$ cat src/rtl/pwm_audio_out.sv
// Sample FIFO feeding a one-frame-per-sample PWM audio pin; optional first-order
// sigma-delta output when PWM_AUDIO_SIGMA_DELTA_EN is defined. Pin lags the frame counter by 1 clk.
// sample_ready drops only when the FIFO is full (no pop bypass); starved frames repeat duty and pulse underrun.
module pwm_audio_out #(
    parameter int SAMPLE_W    = 4,
    parameter int PRESCALE    = 1,
    parameter int FIFO_DEPTH  = 4,
    parameter int START_LEVEL = 2
) (
    input  logic                          clk,
    input  logic                          rst,
    input  logic                          enable,
    input  logic [SAMPLE_W-1:0]           sample_in,
    input  logic                          sample_valid,
    output logic                          sample_ready,
    output logic                          pwm_out,
    output logic                          underrun,
    output logic [$clog2(FIFO_DEPTH):0]   fifo_level
);
    localparam int AW = $clog2(FIFO_DEPTH);
    localparam int LW = AW + 1;
    localparam int PW = (PRESCALE > 1) ? $clog2(PRESCALE) : 1;
    localparam logic [LW-1:0] DEPTH_L  = LW'(FIFO_DEPTH);
    localparam logic [LW-1:0] START_L  = LW'(START_LEVEL);
    localparam logic [PW-1:0] PRE_LAST = PW'(PRESCALE - 1);

    typedef enum logic [1:0] {IDLE, PLAY, UNDERRUN} state_t;

    state_t              state;
    logic [SAMPLE_W-1:0] mem [FIFO_DEPTH];
    logic [AW-1:0]       wr_ptr, rd_ptr;
    logic [PW-1:0]       pre_cnt;
    logic [SAMPLE_W-1:0] pcnt, duty;
    logic                push, pop, tick, boundary, start, empty;

`ifdef PWM_AUDIO_SIGMA_DELTA_EN
    logic [SAMPLE_W:0]   acc, acc_nxt;
    assign acc_nxt = {1'b0, acc[SAMPLE_W-1:0]} + {1'b0, duty};
`endif

    assign sample_ready = !rst && (fifo_level < DEPTH_L);
    assign empty        = (fifo_level == '0);
    assign push         = sample_valid && sample_ready;
    assign tick         = (state != IDLE) && (pre_cnt == PRE_LAST);
    assign boundary     = tick && (pcnt == '1);
    assign start        = (state == IDLE) && enable && (fifo_level >= START_L);
    assign pop          = enable && (start || (boundary && !empty));

    always_ff @(posedge clk) begin
        if (push)
            mem[wr_ptr] <= sample_in;
    end

    always_ff @(posedge clk) begin
        if (rst) begin
            wr_ptr     <= '0;
            rd_ptr     <= '0;
            fifo_level <= '0;
        end else begin
            if (push)
                wr_ptr <= wr_ptr + 1'b1;
            if (pop)
                rd_ptr <= rd_ptr + 1'b1;
            case ({push, pop})
                2'b10:   fifo_level <= fifo_level + 1'b1;
                2'b01:   fifo_level <= fifo_level - 1'b1;
                default: fifo_level <= fifo_level;
            endcase
        end
    end

    always_ff @(posedge clk) begin
        if (rst) begin
            state    <= IDLE;
            pre_cnt  <= '0;
            pcnt     <= '0;
            duty     <= '0;
            pwm_out  <= 1'b0;
            underrun <= 1'b0;
`ifdef PWM_AUDIO_SIGMA_DELTA_EN
            acc      <= '0;
`endif
        end else begin
            underrun <= 1'b0;
            if (!enable) begin
                // FIFO contents survive a disable; only the playback side is cleared
                state   <= IDLE;
                pre_cnt <= '0;
                pcnt    <= '0;
                duty    <= '0;
                pwm_out <= 1'b0;
`ifdef PWM_AUDIO_SIGMA_DELTA_EN
                acc     <= '0;
`endif
            end else begin
                case (state)
                    IDLE: begin
                        pre_cnt <= '0;
                        pcnt    <= '0;
                        pwm_out <= 1'b0;
`ifdef PWM_AUDIO_SIGMA_DELTA_EN
                        acc     <= '0;
`endif
                        if (start) begin
                            duty  <= mem[rd_ptr];
                            state <= PLAY;
                        end
                    end
                    default: begin
                        pre_cnt <= tick ? '0 : pre_cnt + 1'b1;
                        if (tick)
                            pcnt <= pcnt + 1'b1;
                        if (boundary) begin
                            if (!empty) begin
                                duty  <= mem[rd_ptr];
                                state <= PLAY;
                            end else begin
                                underrun <= 1'b1;
                                state    <= UNDERRUN;
                            end
                        end
`ifdef PWM_AUDIO_SIGMA_DELTA_EN
                        if (tick) begin
                            acc     <= acc_nxt;
                            pwm_out <= acc_nxt[SAMPLE_W];
                        end
`else
                        pwm_out <= (pcnt < duty);
`endif
                    end
                endcase
            end
        end
    end
endmodule

$ cat config.mk
export PLATFORM = sky130hd
export DESIGN_NAME = pwm_audio_out
export DESIGN_NICKNAME = d
export VERILOG_FILES = /design/src/rtl/pwm_audio_out.sv
export SDC_FILE = /design/constraint.sdc
export NUM_CORES = 1
export LEC_CHECK = 0
export ABC_AREA = 1
export CORE_MARGIN = 4
export CORE_UTILIZATION = 56
export CTS_CLUSTER_SIZE = 24
export DETAILED_ROUTE_END_ITERATION = 8
export PLACE_DENSITY = 0.77
export RECOVER_POWER = 50
export SLEW_MARGIN = 20
export SYNTH_ARGS = -nofsm -noshare
export SYNTH_HDL_FRONTEND = slang
export SYNTH_SLANG_ARGS = --single-unit
$ cat constraint.sdc
create_clock -name clk -period 2.7 [get_ports clk]
set_input_delay 0.81 -clock clk [delete_from_list [all_inputs] [get_ports clk]]
set_output_delay 0.81 -clock clk [all_outputs]
set_load 0.02 [all_outputs]
Word-level counts from Yosys, hierarchy flattened
Memories as Yosys holds them, arrays and structs flattened. A register that Yosys moved wholly into a read port is not among the register bits.
Index checks and enable logic that the tools add are counted.
- register bits after elaboration: 20
- bits in writable memories: 16
- input bits: 8
- output and inout port bits: 6
- logic and storage cells: 63
- memories: 1
- memory list (memory ; depth ; width ; rd ports ; clocked after Yosys merged registers in ; write ports ; RTL line ; RTL):
    mem ; 4 ; 4 ; 1 ; 1 ; 1 ; 30 ; logic [SAMPLE_W-1:0] mem [FIFO_DEPTH];
- $add $sub $neg: 6
- order comparisons: 3
- eq/ne operators: 5
- mux-type cells: 14
- bitwise operators: 3
- reductions and logical operators: 22
- operators with widths (kind ; number):
    $mux W4 ; 4
    $mux W2 ; 6
    $logic_and A1 B1 Y1 ; 8
    $reduce_or A4 Y1 ; 2
    $pmux W3 S2 ; 1
    $reduce_bool A2 Y1 ; 3
    $add A2 B1 Y2 const B ; 2
    $add A4 B1 Y4 const B ; 1
    $eq A4 B4 Y1 const B ; 1
    $lt A4 B4 Y1 ; 1
    $add A3 B1 Y3 const B ; 1
    $ge A3 B2 Y1 const B ; 1
    $logic_not A3 Y1 ; 1
    $lt A3 B3 Y1 const B ; 1
    $mux W1 ; 3
    $not A1 Y1 ; 3
    $reduce_and A3 Y1 ; 1
    $reduce_or A3 Y1 ; 1
    $sub A3 B1 Y3 const B ; 1
    $eq A2 B1 Y1 const B ; 1
    $eq A2 B2 Y1 const B ; 1
    $logic_not A1 Y1 ; 2
    $logic_not A2 Y1 ; 1
    $ne A2 B1 Y1 const B ; 1
    5 further kinds ; 5

Longest topological paths before layout
- depth in word-level cells: 8
- gate-level depth with buffers: 14
- mapped depth without buffers: 14

Least setup slack after synthesis
Ideal clock, no wire load.
- path kind: input to register
- from: input enable
- to: register fifo_level[2]
- library setup time: 0.114 ns
- arrival: 2.244 ns
- required time: 2.586 ns
- path slack: 0.341 ns
- stages on the path: 13
- path buffers: 0
- cell sequence: inv_1 nor2_1 nand2_1 nand2_2 inv_1 nor2_1 ha_1 inv_1 fa_1 a21oi_1 o21ai_0 xor2_1 nor2_1
- word-level cells in the longest chain between the ends: 6
- elaborated cells between the ends (all ways): 8
- those cells by class: 2 x eq/ne; 1 x mux; 5 x reduce/logical
- ends and longest elaborated chain (what ; RTL line ; RTL):
    start: declaration ; 12 ; input logic enable,
    $logic_and A1 B1 Y1 (2 in a row) ; 46 ; assign start = (state == IDLE) && enable && (fifo_level >= START_L);
    $logic_or A1 B1 Y1 ; 47 ; assign pop = enable && (start || (boundary && !empty));
    $logic_and A1 B1 Y1 * ; 47 ;
    named net pop ; 34 ; logic push, pop, tick, boundary, start, empty;
    $eq A2 B1 Y1 or $eq A2 B2 Y1 (tied branches) ; 64 ; case ({push, pop})
    $pmux W3 S2 or $reduce_bool A2 Y1 (tied branches) ; -- ;
    end signal: assignment ; 65 ; 2'b10: fifo_level <= fifo_level + 1'b1;
    end signal: assignment ; 66 ; 2'b01: fifo_level <= fifo_level - 1'b1;
    end signal: assignment ; 67 ; default: fifo_level <= fifo_level;
    end: declaration ; 18 ; output logic [$clog2(FIFO_DEPTH):0] fifo_level
Mark *: on every way through the listed nets, which the timed path passes. The rest lies on a longest branch.
A chain may end at the register's enable or synchronous reset.

Final worst setup path
Same ends and word-level chain as after synthesis.

==> summary.txt <==
Route
  • WL per Instance: 11.7 um
  • Detailed-route wire length: 2.75 mm
  • Number of DRC markers in iteration 0: 51
  • Routed Antenna Nets: 0
  • Vias per cell: 5.16
  • DRC: 0
  • Vias post-DR: 1217
  • 1st-pass router iterations: 4

Synthesis
  • Syn Nets: 195
  • Post-synth EDFFs: 16
  • Synth Instances: 177
  • Syn Area/Cell: 9.30 um2
  • Synth top area share: 29.2%
  • Sequential fraction of the synthesis area: 56.0%
  • Top-count cell post-synth: nor2_1
  • Number of library cell types mapped by synthesis: 24
  • Commonest register cell after synthesis: dfxtp_1
  • Synth warn: 0
  • Synth top area cells: edfxtp_1, dfxtp_1, nor2_1
  • Synth Register Bits: 38
  • Synth area leader: edfxtp_1
  • Post-Syn Area: 0.00165 mm2
  • Synth top cells by count: nor2_1, dfxtp_1, inv_1
  • Async SR Flop Fraction: 0%

Power and ir drop
  • Sw frac: 21.5%
  • Power Dens Cells: 584 mW/mm2
  • Sequential share of power: 54.1%
  • Switching power total: 0.000245 W
  • Clock power frac: 39.0%
  • Combinational share of power: 6.9%
  • Pint: 0.000897 W
  • Peak supply drop: 0.601 mV
  • P_leak: 0.747 nW
  • Final Power: 0.00114 W

Setup path
  • Most frequent CP cell: inv_1
  • Crit-path max cell delay: 0.47 ns
  • Cells on worst reg2reg path: 14
  • Reg2reg setup slack: 0.39 ns
  • WP data arrival: 2.87 ns
  • Kind of critical path: in2reg
  • Worst EP required: 2.98 ns
  • Crit end category: register
  • Startpoint types: input port
  • CP Cell Sequence: clkdlybuf4s50_1 > inv_1 > nor2_2 > nand2_1 > nand2_2 > inv_1 > nor2_1 > ha_1 > inv_1 > fa_1 > a21oi_1 > o21ai_1 > xor2_1 > nor2_1
  • Reg-to-Reg Start: pcnt[1]
  • Reg2Reg Capture Point: fifo_level[2]
  • Slowest stage cell, crit path: clkdlybuf4s50_1
  • Crit-path max FO: 2

Die
  • IO Count: 14
  • Die Width: 62.2 um
  • Core Box Area: 0.00278 mm2
  • Height of the chip: 62.2 um
  • Row cnt: 19
  • Die area: 0.00387 mm2
  • Starting Density: 59.2%

Timing
  • Period utilization: 95.6%
  • Max_slew headroom: 52.6%
  • Slew Viols, Final: 0
  • Maximum operating frequency: 387 MHz
  • Endpoints failing setup: 0
  • Final Hold Viols: 0
  • RSZ-0062 raised after global routing: no
  • Min Tclk post-route: 2.58 ns
  • Final hold slack: 0.499 ns
  • Final Skew: 0.00899 ns
  • Worst-Margin Slew: 0.704 ns
  • Setup TNS Final: 0 ns
  • PnR worst setup slack: 0.118 ns

Hold path
  • Hold path startpoint: pcnt[0]
  • Hold depth: 2
  • Min-Delay Endpoint: pcnt[0]
  • Hold Path Class: reg2reg

Clock tree
  • Clock root buffer: clkbuf_4
  • H-tree Lvls: 2
  • CTS tree: yes
  • Post-CTS setup repair buffer count: 0
  • Clock buffer count from CTS: 5
  • CTS clk-pin slew, worst paths: 0.11 ns
  • Clk buf depth: 2
  • Worst-Skew Late Latency: 0.35 ns
  • Clk sinks: 38
  • Hold buffers post-CTS: 0

GRT
  • Global-route usage over all layers: 16.3%
  • Vias in the first global route: 1201
  • Total gr overflow: 0
  • First-pass GRT wire length: 4.97 mm
  • Initial antenna violation count: 0
  • Largest net degree at the start of global routing: 14

Cells and area
  • P&R area growth vs syn: 18.9%
  • Diode count: 0
  • Fillers: 222
  • Layout Nets: 222
  • Area of the multi-input gates: 632 um2
  • Storage element area: 921 um2
  • Share of cells above drive strength 1: 10.2%

Job
  • Total of max-cap violations: 0

Place
  • Gpl congestion: 0.773
  • Port-buffer cells: 13
  • Dpl ws: -0.273 ns
  • Dpl hpwl: 2.16 mm

Status
  • Status: finished clean
state kept, by name, indices dropped and copies added (netlist names), named ones only:
register / cells
mem: 16
duty: 4
pcnt: 4
fifo_level: 3
rd_ptr: 2
state: 2
wr_ptr: 2
pre_cnt: 1
pwm_out: 1
underrun: 1
placed cells by master (no fill, tap or decap), types with 3 or more instances in the layout:
cell             synthesis  routed
dlygate4sd3_1            0       4
clkbuf_1                 0       3
edfxtp_1                16      16
nor2_1                  39      38
clkdlybuf4s50_1          0       8
o21ai_0                 19      19
nor3_1                   4       4
clkbuf_4                 0       6
nand3_1                  3       3
nand2_1                 16      16
dfxtp_1                 22      22
a21oi_1                 11      11
buf_4                    0       5
ha_1                     9       9
inv_1                   21      21
area by class of cell:
cell class                      count  share of cell area (%)
Clock inverter                      2                    1.98
Clock buffer                        6                    3.20
Sequential cell                    38                    47.1
Timing Repair Buffer               22                    9.46
Inverter                           21                    4.03
Tap cell                           31                    1.98
Multi-Input combinational cell    116                    32.3
metal layers:
layer  wire length, um  vias up  track usage, %  share of wire, %
met4                72        0            8.94               2.6
met5                 0        -               0                 0
met1              1210      558            18.4                44
met2              1380       18            27.7                50
met3                91        8            4.32               3.3
li1                  -      633               -                 -
power groups by stage:
stage	Sequential (W)	Combinational (W)	Clock [W]
finish	0.000618	0.0000792	0.000445
CTS	0.000619	0.0000826	0.000453
global route	0.000621	0.0000899	0.000485
detailed placement	0.000632	0.0000823	0
global placement	0.000631	0.0000785	0
floorplan	0.000633	0.0000428	0
worst max-delay path: cells and delay by family:
kind                     cells  cell delay, ns
AO/OA/AOI/OAI                2            0.25
buffers and inverters        4            0.64
AND/OR/NAND/NOR              5            0.47
adder cells (fa/ha/maj)      2            0.53
XOR/XNOR                     1            0.15
worst max path at each step:
stage,startpoint,endpoint,slack (ns),cells after the start
6_report,enable,fifo_level[2],0.12,14
2_1_floorplan,enable,fifo_level[2],0.34,13
5_1_grt,enable,fifo_level[2],0.0006,14
3_3_place_gp,enable,fifo_level[2],-0.11,14
4_1_cts,enable,fifo_level[2],0.08,14
3_5_place_dp,enable,fifo_level[2],-0.27,14
cell families (layout without fill, tap and decap cells):
group / count (synthesis) / in the layout / share of synthesized area (%)
compound gates: 35 / 35 / 11.3
xor+xnor: 1 / 1 / 0.532
fa+ha+maj: 10 / 10 / 8.06
buf+inv: 23 / 51 / 5.78
flops: 38 / 38 / 56.0
other cells: 1 / 1 / 0.228
simple gates: 69 / 69 / 18.2
through the flow:
stage / cells / utilization (%) / cell area [um2]
after floorplan: 177 / - / 1650
after global placement: 228 / 67.1 / 1870
after detailed placement: 228 / 67.1 / 1870
after CTS: 236 / 70.7 / 1970
after global routing: 236 / 70.4 / 1960
final: 236 / 70.4 / 1960
repair_timing:
item	CTS	global route
gates resized for setup	1	2
pin swaps	0	1
setup endpoints to repair	1	1
endpoints found under the hold margin	0	0
Note: power is estimated with default switching activity, not from simulation.
